--- src/rtl/spi_loader_unpack_pkg.sv ---
// Shared types and constants for the SPI loader word unpacker.
// Used by spi_loader_unpack; the optional checksum width lives here too.
package spi_loader_unpack_pkg;

   typedef enum logic [1:0] {
      IDLE = 2'd0,
      RUN  = 2'd1,
      DONE = 2'd2
   } state_t;

   localparam int WORD_W = 32;
   localparam int CSUM_W = 16;

   function automatic int lanes_of(input int out_w);
      return WORD_W / out_w;
   endfunction

endpackage

--- src/rtl/spi_loader_unpack.sv ---
// Pops 32-bit words from the SPI loader FIFO and streams them out as OUT_W-bit lanes, lane 0 first.
// Optional running lane checksum on o_csum when SPI_LOADER_UNPACK_CSUM_EN is defined.
module spi_loader_unpack
   import spi_loader_unpack_pkg::*;
#(
   parameter int OUT_W = 8,
   parameter int CNT_W = 16
) (
   input  logic              clk,
   input  logic              reset,
   input  logic              i_start,
   input  logic [CNT_W-1:0]  i_words,
   output logic              o_fill,
   input  logic              i_fifo_empty,
   input  logic              i_fifo_low,
   output logic              o_fifo_rd,
   input  logic [WORD_W-1:0] i_fifo_dout,
   output logic              o_valid,
   output logic [OUT_W-1:0]  o_data,
   input  logic              i_ready,
   output logic              o_busy,
   output logic              o_done
`ifdef SPI_LOADER_UNPACK_CSUM_EN
   ,
   output logic [CSUM_W-1:0] o_csum
`endif
);

   localparam int LANES  = lanes_of(OUT_W);
   localparam int LIDX_W = (LANES > 1) ? $clog2(LANES) : 1;
   localparam logic [LIDX_W-1:0] LAST_LANE = LIDX_W'(LANES - 1);

   state_t              state_q, state_d;
   logic [CNT_W-1:0]    rd_left_q, out_left_q;
   logic                inflight_q;
   logic                full_q;
   logic [LIDX_W-1:0]   lane_q;
   logic [WORD_W-1:0]   word_q;
   logic                fill_q;
   logic                done_q;

   logic                hs;
   logic                last_hs;
   logic                final_hs;

   // NOTE: every signal written in always_comb gets a default first so no latch is inferred.
   always_comb begin
      hs       = full_q & i_ready;
      last_hs  = hs & (lane_q == LAST_LANE);
      final_hs = last_hs & (out_left_q == CNT_W'(1));

      // A restart pops nothing in its own cycle, so the new transfer starts from the FIFO head.
      o_fifo_rd = (state_q == RUN) & ~i_start & (rd_left_q != '0) & ~i_fifo_empty
                & ~inflight_q & (~full_q | last_hs);

      state_d = state_q;
      unique case (state_q)
         IDLE:    if (i_start && i_words != '0) state_d = RUN;
         RUN:     if (final_hs) state_d = DONE;
         DONE:    state_d = IDLE;
         default: state_d = IDLE;
      endcase
      if (i_start) state_d = (i_words != '0) ? RUN : IDLE;
   end

   assign o_valid = full_q;
   assign o_data  = word_q[int'(lane_q) * OUT_W +: OUT_W];
   assign o_busy  = (state_q == RUN) | (state_q == DONE);
   assign o_fill  = fill_q;
   assign o_done  = done_q;

   // NOTE: sequential state uses non-blocking assignments only, so every flop samples pre-edge values.
   always_ff @(posedge clk or posedge reset) begin
      if (reset) begin
         state_q    <= IDLE;
         rd_left_q  <= '0;
         out_left_q <= '0;
         inflight_q <= 1'b0;
         full_q     <= 1'b0;
         lane_q     <= '0;
         word_q     <= '0;
         fill_q     <= 1'b0;
         done_q     <= 1'b0;
      end else begin
         state_q    <= state_d;
         fill_q     <= (state_q == RUN) & i_fifo_low & (rd_left_q != '0);
         done_q     <= i_start ? (i_words == '0) : final_hs;
         inflight_q <= o_fifo_rd;

         // Start outranks capture: the return of a read issued by the aborted transfer is dropped.
         if (i_start) begin
            rd_left_q  <= i_words;
            out_left_q <= i_words;
            full_q     <= 1'b0;
            lane_q     <= '0;
            word_q     <= '0;
         end else begin
            if (o_fifo_rd) rd_left_q <= rd_left_q - CNT_W'(1);
            if (inflight_q) begin
               word_q <= i_fifo_dout;
               full_q <= 1'b1;
               lane_q <= '0;
            end else if (hs) begin
               if (lane_q == LAST_LANE) begin
                  full_q     <= 1'b0;
                  lane_q     <= '0;
                  out_left_q <= out_left_q - CNT_W'(1);
               end else begin
                  lane_q <= lane_q + LIDX_W'(1);
               end
            end
         end
      end
   end

`ifdef SPI_LOADER_UNPACK_CSUM_EN
   logic [CSUM_W-1:0] csum_q;

   always_ff @(posedge clk or posedge reset) begin
      if (reset)        csum_q <= '0;
      else if (i_start) csum_q <= '0;
      else if (hs)      csum_q <= csum_q + CSUM_W'(o_data);
   end

   assign o_csum = csum_q;
`endif

endmodule

--- config.mk ---
export PLATFORM = sky130hd
export DESIGN_NAME = spi_loader_unpack
export DESIGN_NICKNAME = d
export VERILOG_FILES = /design/src/rtl/spi_loader_unpack_pkg.sv /design/src/rtl/spi_loader_unpack.sv
export SDC_FILE = /design/constraint.sdc
export NUM_CORES = 1
export LEC_CHECK = 0
export CAP_MARGIN = 5
export CORE_ASPECT_RATIO = 1.4
export CORE_MARGIN = 1
export CORE_UTILIZATION = 55
export DETAILED_ROUTE_END_ITERATION = 7
export PLACE_DENSITY_LB_ADDON = 0.05
export RECOVER_POWER = 25
export REMOVE_ABC_BUFFERS = 1
export SLEW_MARGIN = 10
export SYNTH_ARGS = -nofsm -noshare
export SYNTH_HDL_FRONTEND = slang
export SYNTH_SLANG_ARGS = --single-unit
--- constraint.sdc ---
create_clock -name clk -period 4.5 [get_ports clk]
set_input_delay 0.45 -clock clk [delete_from_list [all_inputs] [get_ports clk]]
set_output_delay 0.45 -clock clk [all_outputs]
set_load 0.005 [all_outputs]
---- Word level (Yosys, flattened, before mapping) ----
Index checks and enable logic that the tools add are counted.
storage, ports and cells
  output and inout port bits .............. 13
  register bits ........................... 72
  word-level logic and storage cells ...... 72
  input bits .............................. 54
cells by class
  shift-type cells ........................ 1
  $add $sub $neg .......................... 3
  reductions and logical operators ........ 14
  eq/ne operators ......................... 7
  bitwise gates (word level) .............. 16
  muxes and demuxes ....................... 22
operators with widths
  cell                                                 number
  2-to-1 mux 16 bit                                    6
  2-to-1 mux 32 bit                                    2
  nonzero test 16 bit                                  2
  indexed part select 32 x 6 -> 8 bit                  1
  subtractor 16 x 1 -> 16 bit (second input constant)  2
  == test 16 x 1 -> 1 bit (second input constant)      1
  zero test 16 bit                                     1
  2-to-1 mux 2 bit                                     7
  bitwise AND 1 bit                                    10
  nonzero test 2 bit                                   4
  2-to-1 mux 1 bit                                     6
  inequality test 3 bit (second input constant)        2
  nonzero test 3 bit                                   2
  == test 2 bit (second input constant)                2
  inverter 1 bit                                       4
  case mux 2 bit (2 select lines)                      1
  AND reduction 2 bit                                  2
  AND reduction 3 bit                                  1
  adder 2 x 1 -> 2 bit (second input constant)         1
  == test 2 x 1 -> 1 bit (second input constant)       1
  zero test 2 bit                                      1
  inequality test 2 bit (second input constant)        1
  bitwise OR 1 bit                                     2
  logical AND 1 bit                                    1

---- Longest topological paths before layout ----
  word-level depth ........................ 8
  mapped depth ............................ 7
  mapped depth without buffers ............ 6

---- Worst setup path after synthesis ----
No wires, ideal clock.
  kind .................................... flip-flop to output port
  start point ............................. register rd_left_q[0]
  end point ............................... output o_fifo_rd
  stages on the path, launching flop included .. 7
  arrival time ............................ 1389 ps
  buffers on the path ..................... 1
  data required time ...................... 4050 ps
  setup slack ............................. 2661 ps
  path through ............................ dfrtp_1 -> inv_1 -> ha_1 -> nor4b_1 -> and4_1 -> buf_2 -> nor2_1
between the ends
  word-level cells in the longest chain between the ends .. 5
ends and longest elaborated chain
  what                            RTL line                 source
  from (decl)                     spi_loader_unpack.sv:34  logic [CNT_W-1:0] rd_left_q, out_left_q;
  from (signal assigned)          spi_loader_unpack.sv:92  rd_left_q <= i_words;
  from (signal assigned)          spi_loader_unpack.sv:98  if (o_fifo_rd) rd_left_q <= rd_left_q - CNT_W'(1);
  nonzero test 16 bit             spi_loader_unpack.sv:53  o_fifo_rd = (state_q == RUN) & ~i_start & (rd_left_q != '0) & ~i_fifo_empty
  bitwise AND 1 bit (2 in a row)  spi_loader_unpack.sv:53
  bitwise AND 1 bit (2 in a row)  spi_loader_unpack.sv:54  & ~inflight_q & (~full_q | last_hs);
  to (decl)                       spi_loader_unpack.sv:16  output logic o_fifo_rd,
No other way between the ends.

---- Worst setup path after layout ----
  start point ............................. register inflight_q
  end point ............................... register out_left_q[14]
between the ends
  word-level cells in the longest chain between the ends .. 2
ends and longest elaborated chain
  what                                    RTL line                  source
  from (decl)                             spi_loader_unpack.sv:35   logic inflight_q;
  from (signal assigned)                  spi_loader_unpack.sv:88   inflight_q <= o_fifo_rd;
  inequality test 2 bit (no source line)  -
  AND reduction 3 bit (no source line)    -
  to (signal assigned)                    spi_loader_unpack.sv:93   out_left_q <= i_words;
  to (signal assigned)                    spi_loader_unpack.sv:107  out_left_q <= out_left_q - CNT_W'(1);
  to (decl)                               spi_loader_unpack.sv:34
No other way between the ends.
A chain may end at the register's enable or synchronous reset.

==> flow_summary.json <==
{
  "grt_pass1_wl_mm": 15.0,
  "fin_setup_tns_ns": 0,
  "multi_input_area_um2": 2040,
  "required_ns": 4.74,
  "fp.dieH_um": 103,
  "crit_chain": "clkbuf_1 > and4b_1 > nand3_1 > nor4_1 > o31a_1",
  "setup_viol": 0,
  "ys_ff_latch": 72,
  "pwr-share-seq_pct": 47.5,
  "synth_top_cell_by_area": "dfrtp_1",
  "htreeDepth": 3,
  "yosysUniqueCellTypes": 55,
  "nets": 505,
  "layout-drive-gt1-share_pct": 8.26,
  "avgSynthCellArea_um2": 10.3,
  "hold_viol": 0,
  "clock_latency_ns": 0.35,
  "cp_max_fo": 37,
  "reg2reg_depth": 5,
  "ys.flop_type": "dfrtp_1",
  "holdPathEnd": "state_q[1]",
  "cp-startpoint": "inflight_q",
  "dp_hpwl_mm": 6.61,
  "r2r_slack_ns": 1.00,
  "die_w_um": 73.8,
  "grt_usage_pct": 26.7,
  "hold_start": "state_q[1]",
  "drtIter0Drc": 229,
  "p_per_area_nw_per_um2": 332,
  "ant_nets": 0,
  "cts_sinks": 72,
  "grt_pass1_vias": 3177,
  "relSlewSlack_pct": -64.7,
  "maxSlewViolCount": 84,
  "clk_path_buf_depth": 2,
  "grt_max_degree": 72,
  "clk_pin_slew_ns": 0.08,
  "switchingPower_uw": 471,
  "yosys_warnings": 0,
  "synth_area_um2": 3970,
  "cap_violations": 2,
  "dr.pass1.iters": 6,
  "core-area_um2": 6980,
  "regToRegEndpoint": "out_left_q[14]",
  "status": "complete, but fails checks",
  "start_util_pct": 56.9,
  "synth_area_leaders": "dfrtp_1 45%, mux2i_1 8.6%, nor2_1 5.4%",
  "max_freq_ghz": 0.286,
  "cts_resized": 0,
  "power.internal_uw": 1140,
  "synth_edf_count": 0,
  "postCtsSetupRepairBufs": 0,
  "synthArstFlopShare_pct": 100,
  "routed_wl_mm": 9.31,
  "io_buffers": 66,
  "wl_per_cell_um": 17.1,
  "period_minus_slack_ns": 3.50,
  "diodes": 0,
  "io_pins": 67,
  "leakage_uw": 0.00188,
  "area_growth_pct": 22.3,
  "rsz0062_at_grt": "false",
  "hp-class": "reg -> reg",
  "nFillCells": 565,
  "cp-start-kind": "flop",
  "root_buffer": "clkbuf_8",
  "antenna_found_initial": 0,
  "dieArea_um2": 7570,
  "cts_hold_buf": 0,
  "place.gp.congestion": 0.854,
  "rows": 36,
  "via_count": 3273,
  "combPwrFrac_pct": 22.0,
  "via_per_inst": 6.03,
  "p_clk_share_pct": 30.6,
  "seq_area_frac_synth_pct": 45.4,
  "cts_tree": "done",
  "finalClockSkew_ns": 0.00956,
  "postLayoutCellArea_um2": 4860,
  "critical-path-max-stage-delay_ns": 1.76,
  "ir_drop_mv": 0.218,
  "whs_path_depth": 1,
  "r2r-start": "inflight_q",
  "placed_area_um2": 4680,
  "ff_latch_area_um2": 1800,
  "worst_pin_slew_ns": 2.47,
  "violations": "capacitance limit, slew limit",
  "critPathCaptureType": "flop",
  "cts_buffers": 9,
  "p_sw_share_pct": 29.2,
  "power_uw": 1610,
  "crit_slowest_cell": "clkbuf_1",
  "crit_arrival_ns": 3.74,
  "finalCritPeriodShare_pct": 77.7,
  "grt_overflow_total": 0,
  "crit_type": "reg -> reg",
  "synth_top_area_share_pct": 45.4,
  "drcViolationCount": 0,
  "synth_cells": 385
}
## power by group through the flow
stage	registers (µW)	logic, µW	clock network [µW]
after floorplan	776	199	0
after CTS	765	352	504
final	766	355	494
after global routing	773	392	531
after global placement	773	341	0
after detailed placement	776	349	0
## how the worst max path moves through the flow
stage / end / slack (ns) / cells after the start
CTS: o_fifo_rd / 1.40 / 5
detailed placement: o_fifo_rd / 1.74 / 5
global placement: o_fifo_rd / 1.78 / 5
finish: out_left_q[14] / 1.00 / 5
global route: out_left_q[14] / 0.73 / 5
floorplan: out_left_q[12] / 2.01 / 4
## state kept, by name, indices dropped and copies added, names as in the netlist
signal / cells
word_q: 32
out_left_q: 16
rd_left_q: 16
lane_q: 2
state_q: 2
inflight_q: 1
o_done: 1
o_fill: 1
o_valid: 1
## metal layers
metal / share of wire [%] / wire [µm] / GRT usage [%] / vias up
li1: - / - / - / 1563
met1: 42 / 3930 / 32.8 / 1582
met2: 50 / 4700 / 44.5 / 105
met3: 3.9 / 364 / 5.96 / 23
met4: 3.4 / 313 / 12.3 / 0
met5: 0 / 0 / 0 / -
## Yosys cell counts (all sizes together) (2+ instances only)
cell and instances:
buf 15, nand2 8, a31oi 11, or3 7
ha 7, or2 2, or4 8, nand3 8
a21o 2, and3 4, nor2b 6, o21a 2
nor2 57, nor4 13, a21oi 12, and4 4
nand4 10, o21ai 8, mux4 8, nand2b 5
xor2 7, o31ai 8, nand4b 3, o31a 8
inv 11, nor3 13, nor4b 2, a311oi 3
mux2i 34, a211oi 3, dfrtp 72, o311a 2
nand3b 4, clkbuf 6
## layout make-up
| cell class | instances | area share (%) |
|---|---|---|
| multi-input combinational | 281 | 41.9 |
| sequential | 72 | 37.1 |
| timing repair buffer | 69 | 13.9 |
| clock buffer | 9 | 2.55 |
| tap | 95 | 2.45 |
| clock inverter | 6 | 1.26 |
| inverter | 11 | 0.850 |
## cell usage in the layout, fill, tap and decap left out, drive strengths merged, types with 3 or more instances in the layout
cell type	synthesis	routed
a211oi	3	3
a21oi	12	12
a311oi	3	3
a31oi	11	11
and3	4	4
and4	4	4
buf	15	3
clkbuf	6	10
clkdlybuf4s50	0	64
clkinv	0	4
dfrtp	72	72
ha	7	7
inv	11	11
mux2i	34	34
mux4	8	8
nand2	8	8
nand2b	5	5
nand3	8	8
nand3b	4	4
nand4	10	10
nand4b	3	3
nor2	57	57
nor2b	6	6
nor3	13	13
nor4	13	13
o21ai	8	8
o31a	8	8
o31ai	8	8
or3	7	7
or4	8	8
xor2	7	7
## worst max-delay path: cells and delay by family, from the launching register on
| kind | cells | cell delay (ns) |
|---|---|---|
| buffers and inverters | 1 | 1.76 |
| AOI/OAI and AO/OA | 1 | 0.29 |
| and+or+nand+nor | 3 | 0.90 |
| DFF | 1 | 0.41 |
## logic make-up (layout without fill, tap and decap cells)
group,Yosys count,after routing,synth area share (%)
AND/OR/NAND/NOR,158,158,22.6
flip-flops,72,72,45.4
AO/OA/AOI/OAI,66,66,11.5
multiplexers,42,42,13.1
buffers and inverters,32,95,3.40
XOR/XNOR,8,8,1.76
adder cells (fa/ha/maj),7,7,2.20
## per-stage QoR
step | util (%) | hold WS [ns] | instances | setup slack (ns)
final | 69.6 | 0.509 | 543 | 1.00
after global routing | 69.6 | 0.533 | 543 | 0.733
after CTS | 69.6 | 0.505 | 543 | 1.40
after detailed placement | 67.0 | 0.489 | 528 | 1.74
after global placement | 67.0 | 0.480 | 528 | 1.78
after floorplan | - | 0.464 | 364 | 2.01
No activity file was read; power rests on OpenSTA's default activity.
